`config.mk`:
```
export PLATFORM = sky130hd
export DESIGN_NAME = ir_fetch_seq
export DESIGN_NICKNAME = d
export VERILOG_FILES = /design/src/rtl/ir_fetch_seq.sv
export SDC_FILE = /design/constraint.sdc
export NUM_CORES = 1
export LEC_CHECK = 0
export CELL_PAD_IN_SITES_DETAIL_PLACEMENT = 1
export CELL_PAD_IN_SITES_GLOBAL_PLACEMENT = 2
export CORE_UTILIZATION = 22
export DETAILED_ROUTE_END_ITERATION = 12
export GPL_TIMING_DRIVEN = 0
export PLACE_DENSITY_LB_ADDON = 0.1
export REMOVE_ABC_BUFFERS = 1
export SYNTH_ARGS = -nofsm -noshare
export SYNTH_HDL_FRONTEND = slang
export SYNTH_SLANG_ARGS = --single-unit
```
`constraint.sdc`:
```
create_clock -name clk -period 1.5 [get_ports clk]
set_input_delay 0.3 -clock clk [delete_from_list [all_inputs] [get_ports clk]]
set_output_delay 0.3 -clock clk [all_outputs]
set_load 0.005 [all_outputs]
```
`src/rtl/ir_fetch_seq.sv`:
```
// ============================================================================
// Module   : ir_fetch_seq
// Brief    : Instruction fetch sequencer driving the IR data/load pair.
//            Optional memory-timeout detection enabled by FETCH_TIMEOUT_EN.
// Revision : 1.0 - initial release
// ============================================================================
`default_nettype none

module ir_fetch_seq #(
  parameter int            AW       = 8,
  parameter int            DW       = 8,
  parameter logic [AW-1:0] RESET_PC = '0,
  parameter int            TIMEOUT  = 15
) (
  input  logic          clk,
  input  logic          rst,
  input  logic          fetch_en,
  input  logic          stall,
  input  logic          jump,
  input  logic [AW-1:0] jump_addr,
  output logic          mem_rd,
  output logic [AW-1:0] mem_addr,
  input  logic [DW-1:0] mem_rdata,
  input  logic          mem_ready,
  output logic [DW-1:0] ir_data,
  output logic          ir_load,
  output logic [AW-1:0] pc,
  output logic          fetch_err
);

  typedef enum logic [2:0] {
    S_IDLE     = 3'd0,
    S_FETCH    = 3'd1,
    S_LOAD     = 3'd2,
    S_HOLD     = 3'd3,
    S_REDIRECT = 3'd4
  } state_t;

  state_t state;
  state_t state_nxt;
  logic   timeout_hit;

  if (TIMEOUT < 1) begin : g_bad_timeout
    $error("ir_fetch_seq: TIMEOUT must be at least 1");
  end

`ifdef FETCH_TIMEOUT_EN
  localparam int CW = $clog2(TIMEOUT + 1);

  logic [CW-1:0] wait_cnt;

  // Fires on the TIMEOUT-th consecutive FETCH cycle without mem_ready.
  assign timeout_hit = (state == S_FETCH) && !mem_ready && (wait_cnt == CW'(TIMEOUT - 1));

  always_ff @(posedge clk or posedge rst) begin
    if (rst) begin
      wait_cnt  <= '0;
      fetch_err <= 1'b0;
    end else begin
      if (state != S_FETCH) begin
        wait_cnt <= '0;
      end else if (!mem_ready) begin
        wait_cnt <= wait_cnt + CW'(1);
      end
      if (timeout_hit && !jump) begin
        fetch_err <= 1'b1;
      end
    end
  end
`else
  assign timeout_hit = 1'b0;
  assign fetch_err   = 1'b0;
`endif

  always_ff @(posedge clk or posedge rst) begin
    if (rst) begin
      state <= S_IDLE;
    end else begin
      state <= state_nxt;
    end
  end

  always_comb begin
    state_nxt = state;
    case (state)
      S_IDLE: begin
        if (!jump && fetch_en && !fetch_err) state_nxt = S_FETCH;
      end
      S_FETCH: begin
        if (jump)             state_nxt = S_REDIRECT;
        else if (mem_ready)   state_nxt = S_LOAD;
        else if (timeout_hit) state_nxt = S_IDLE;
      end
      S_LOAD: begin
        if (stall)         state_nxt = S_HOLD;
        else if (fetch_en) state_nxt = S_FETCH;
        else               state_nxt = S_IDLE;
      end
      S_HOLD: begin
        if (!jump && !stall) state_nxt = fetch_en ? S_FETCH : S_IDLE;
      end
      S_REDIRECT: state_nxt = S_FETCH;
      default:    state_nxt = S_IDLE;
    endcase
  end

  // A jump wins over the LOAD increment and discards a same-cycle read.
  always_ff @(posedge clk or posedge rst) begin
    if (rst) begin
      pc      <= RESET_PC;
      ir_data <= '0;
    end else begin
      if (jump) begin
        pc <= jump_addr;
      end else if (state == S_LOAD) begin
        pc <= pc + AW'(1);
      end
      if ((state == S_FETCH) && mem_ready && !jump) begin
        ir_data <= mem_rdata;
      end
    end
  end

  assign mem_rd   = (state == S_FETCH);
  assign ir_load  = (state == S_LOAD);
  assign mem_addr = pc;

endmodule

`default_nettype wire

```
==> flow_summary.html <==
<table>
<tr><th>Metric</th><th>Value</th></tr>
<tr><th colspan="2">Outcome</th></tr>
<tr><td>Status</td><td>complete, but fails checks</td></tr>
<tr><td>Violations in the final reports</td><td>setup timing</td></tr>
<tr><th colspan="2">Drt</th></tr>
<tr><td>Vias post-DR</td><td>983</td></tr>
<tr><td>Ratio of routed vias to standard cells</td><td>4.29</td></tr>
<tr><td>Detailed Routing Iterations Pass 1</td><td>4</td></tr>
<tr><td>Number of DRC markers in iteration 0</td><td>8</td></tr>
<tr><td>Post-detailed-route count of antenna-violating nets</td><td>0</td></tr>
<tr><td>DRC errors left</td><td>0</td></tr>
<tr><td>Per-cell routed wire length</td><td>13.5 um</td></tr>
<tr><td>Post-detailed-routing wire length</td><td>3090 um</td></tr>
<tr><th colspan="2">CTS</th></tr>
<tr><td>CTS H-tree depth</td><td>1</td></tr>
<tr><td>Clock root cell</td><td>sky130_fd_sc_hd__clkbuf_8</td></tr>
<tr><td>Hold_buf cts</td><td>0</td></tr>
<tr><td>Longest Clk Path Bufs</td><td>2</td></tr>
<tr><td>Post-CTS clock slew at the launch and capture registers of the worst setup and hold paths</td><td>0.08 ns</td></tr>
<tr><td>Clock sinks</td><td>19</td></tr>
<tr><td>TritonCTS Buffers</td><td>3</td></tr>
<tr><td>Clock latency on the worst-skew pair</td><td>0.26 ns</td></tr>
<tr><td>CTS tree</td><td>done</td></tr>
<tr><th colspan="2">Power</th></tr>
<tr><td>Proportion of power drawn by combinational gates</td><td>0.516</td></tr>
<tr><td>Sw power</td><td>711 uW</td></tr>
<tr><td>Net switching fraction of the power</td><td>0.291</td></tr>
<tr><td>Maximum VDD drop</td><td>449 uV</td></tr>
<tr><td>Pwr/cell area</td><td>1300 nW/um2</td></tr>
<tr><td>Share of total power in the clock network</td><td>0.153</td></tr>
<tr><td>LEAKAGE</td><td>0.788 nW</td></tr>
<tr><td>Cell internal pwr</td><td>1.73 mW</td></tr>
<tr><td>Share of power burned in registers</td><td>0.332</td></tr>
<tr><th colspan="2">Timing</th></tr>
<tr><td>Final Hold Violating Endpoints</td><td>0</td></tr>
<tr><td>Least-Margin Pin Slew</td><td>0.771 ns</td></tr>
<tr><td>Final number of max-transition violations</td><td>0</td></tr>
<tr><td>TNS Setup</td><td>-0.0186 ns</td></tr>
<tr><td>RSZ-0062 raised after global routing</td><td>true</td></tr>
<tr><td>Setup Viol. Count Final</td><td>1</td></tr>
<tr><td>Clock tree skew after final layout</td><td>0.000875 ns</td></tr>
<tr><td>Max-Slew Margin vs Limit</td><td>0.486</td></tr>
<tr><td>Fmax</td><td>0.658 GHz</td></tr>
<tr><td>Period utilization</td><td>1.01</td></tr>
<tr><td>Minimum period implied by the final worst setup slack</td><td>1.52 ns</td></tr>
<tr><td>Post-layout worst setup margin</td><td>-0.0186 ns</td></tr>
<tr><th colspan="2">GRT</th></tr>
<tr><td>Largest net degree at the start of global routing</td><td>25</td></tr>
<tr><td>Global-route wire length before repair</td><td>4550 um</td></tr>
<tr><td>Total global-route track usage</td><td>0.118</td></tr>
<tr><td>Global-route congestion overflow total</td><td>0</td></tr>
<tr><td>Vias in the first global route</td><td>938</td></tr>
<tr><td>Number of antenna violations at the first check in global routing</td><td>0</td></tr>
<tr><th colspan="2">Synthesis</th></tr>
<tr><td>Count of mapped cells out of synthesis</td><td>99</td></tr>
<tr><td>Commonest register cell after synthesis</td><td>sky130_fd_sc_hd__dfrtp_1</td></tr>
<tr><td>Yosys top cell area share</td><td>0.441</td></tr>
<tr><td>Count of warnings emitted by yosys</td><td>0</td></tr>
<tr><td>Flip-flop and latch count after synthesis</td><td>19</td></tr>
<tr><td>Most frequent cell after synthesis</td><td>sky130_fd_sc_hd__dfrtp_1</td></tr>
<tr><td>Sequential element share of the synthesized area</td><td>0.441</td></tr>
<tr><td>Post-Syn Area per Cell</td><td>10.9 um2</td></tr>
<tr><td>Cell taking the most area after synthesis</td><td>sky130_fd_sc_hd__dfrtp_1</td></tr>
<tr><td>Synth cell count leaders</td><td>sky130_fd_sc_hd__dfrtp_1, sky130_fd_sc_hd__buf_4, sky130_fd_sc_hd__mux2_2, sky130_fd_sc_hd__nor2b_1, sky130_fd_sc_hd__o21ai_0</td></tr>
<tr><td>Number of synthesized flops with an enable pin</td><td>0</td></tr>
<tr><td>Leading cell types by total area after synthesis</td><td>sky130_fd_sc_hd__dfrtp_1, sky130_fd_sc_hd__mux2_2, sky130_fd_sc_hd__buf_4, sky130_fd_sc_hd__nor2b_1, sky130_fd_sc_hd__o21ai_0</td></tr>
<tr><td>Cell area after synthesis</td><td>1080 um2</td></tr>
<tr><td>Share of synthesized flip-flops with an asynchronous set or reset</td><td>1.00</td></tr>
<tr><td>Count of distinct cell types in the synthesized netlist</td><td>36</td></tr>
<tr><th colspan="2">Flow run</th></tr>
<tr><td>Number of violations of the max-capacitance limit</td><td>0</td></tr>
<tr><th colspan="2">Die</th></tr>
<tr><td>Die height</td><td>72.0 um</td></tr>
<tr><td>Die width</td><td>72.0 um</td></tr>
<tr><td>Initial core utilization</td><td>0.228</td></tr>
<tr><td>Placeable core region</td><td>4720 um2</td></tr>
<tr><td>Die Area</td><td>5180 um2</td></tr>
<tr><td>Number of ports placed on the die boundary</td><td>49</td></tr>
<tr><td>Row Count</td><td>25</td></tr>
<tr><th colspan="2">Placed design</th></tr>
<tr><td>Number of input and output port buffers inserted</td><td>47</td></tr>
<tr><td>Cell total after placement</td><td>199</td></tr>
<tr><td>Routability congestion estimate from global placement</td><td>0.688</td></tr>
<tr><td>Detailed Place HPWL</td><td>2050 um</td></tr>
<tr><td>Cell area after placement</td><td>1530 um2</td></tr>
<tr><th colspan="2">Final layout</th></tr>
<tr><td>Final instance count without filler cells</td><td>229</td></tr>
<tr><td>Layout filler cell count</td><td>519</td></tr>
<tr><td>Register cell area after layout</td><td>487 um2</td></tr>
<tr><td>Number of antenna diodes</td><td>0</td></tr>
<tr><td>Area of the multi-input gates</td><td>557 um2</td></tr>
<tr><td>Final nets</td><td>186</td></tr>
<tr><td>Cell area after layout</td><td>1870 um2</td></tr>
<tr><td>Fraction of layout instances using a drive strength above 1</td><td>0.358</td></tr>
<tr><td>P&amp;R area growth vs syn</td><td>74.0%</td></tr>
<tr><th colspan="2">Worst hold path</th></tr>
<tr><td>Path category of the worst min-delay check</td><td>input port to async pin</td></tr>
<tr><th colspan="2">Setup path</th></tr>
<tr><td>Data arrival time of the worst path</td><td>1.67 ns</td></tr>
<tr><td>Category of the critical setup timing path</td><td>flop to flop</td></tr>
<tr><td>CP Capture Type</td><td>flop</td></tr>
<tr><td>Top fanout value on the critical path</td><td>5</td></tr>
<tr><td>Worst EP required</td><td>1.65 ns</td></tr>
<tr><td>Critical Path Start Type</td><td>flop</td></tr>
</table>
kinds of logic (layout without fill, tap and decap cells):
logic type | count (synthesis) | after routing | synth area share
DFF | 19 | 19 | 0.441
xor gates and xnor gates | 2 | 2 | 0.0163
other | 1 | 1 | 0.00348
buffers and inverters | 16 | 79 | 0.0999
and+or+nand+nor | 33 | 33 | 0.223
muxes | 9 | 9 | 0.0929
AOI/OAI and AO/OA | 18 | 18 | 0.112
adders and majority gates | 1 | 1 | 0.0116
critical path, cell delays in order, from the launching register on:
cell and delay [ns]:
sky130_fd_sc_hd__dfrtp_2 0.42, sky130_fd_sc_hd__buf_6 0.13, sky130_fd_sc_hd__buf_6 0.12, sky130_fd_sc_hd__nand4bb_4 0.20, sky130_fd_sc_hd__or2_1 0.25, sky130_fd_sc_hd__a221o_1 0.29
per-stage QoR:
step / utilization / power (mW) / hold slack [ns] / worst slack (ns)
2_1_floorplan: - / 1.17 / 0.251 / 0.101
3_3_place_gp: 0.324 / 1.68 / 0.493 / -0.856
4_1_cts: 0.376 / 2.34 / 0.482 / -0.0256
5_1_grt: 0.397 / 2.59 / 0.508 / -0.0697
6_report: 0.397 / 2.44 / 0.479 / -0.0186
3_5_place_dp: 0.324 / 1.71 / 0.500 / -0.872
power groups by stage:
stage	Sequential, mW	Combinational (mW)	Clock [mW]
floorplan	0.853	0.319	0
finish	0.810	1.26	0.373
CTS	0.811	1.14	0.386
global route	0.834	1.35	0.408
detailed placement	0.881	0.826	0
global placement	0.868	0.809	0
sequential cells by signal (all words and copies together) (netlist names):
name,flops
ir_data,8
state,3
mem_addr,8
cell type report:
type	count	area share
tap	67	0.0447
clock buffer	3	0.0220
multi-input combinational	64	0.297
clock inverter	1	0.00401
sequential	19	0.260
timing repair buffer	73	0.368
inverter	2	0.00401
path summary, 6_finish.rpt:
| check | cells after the start | slack, ns | startpoint | end |
|---|---|---|---|---|
| min in group clk | 3 | 0.48 | jump | mem_addr[0] |
| hold / removal | 2 | 0.48 | rst | ir_data[6] |
| max in group asynchronous | 2 | 0.49 | rst | state[2] |
| hold reg to reg | 1 | 0.52 | ir_data[2] | ir_data[2] |
| setup / recovery | 5 | -0.02 | state[2] | mem_addr[5] |
| setup reg to reg | 5 | -0.02 | state[2] | mem_addr[5] |
routing by layer:
metal	GRT usage	wire (um)
met1	0.138	1310
met2	0.214	1640
met3	0.0236	115
met4	0.0458	26
met5	0	0
what timing repair did:
item / in CTS / in global routing
pin swaps: 6 / 4
endpoints found under the hold margin: 0 / 0
setup buffers: 19 / 7
resized for setup: 34 / 12
setup endpoints to repair: 31 / 21
placed cells by master (no fill, tap or decap), drive strengths merged, types with 2 or more instances in the layout:
cell,count
o21ai,7
clkbuf,3
nor2,2
a221o,3
nor2b,8
nand4bb,2
nand3,2
buf,29
nor4b,2
mux2,8
nand4,3
clkdlybuf4s50,39
or3,2
nand2,6
a21oi,2
inv,2
dlymetal6s2s,4
xnor2,2
dfrtp,19
No activity file was read; power rests on OpenSTA's default activity.
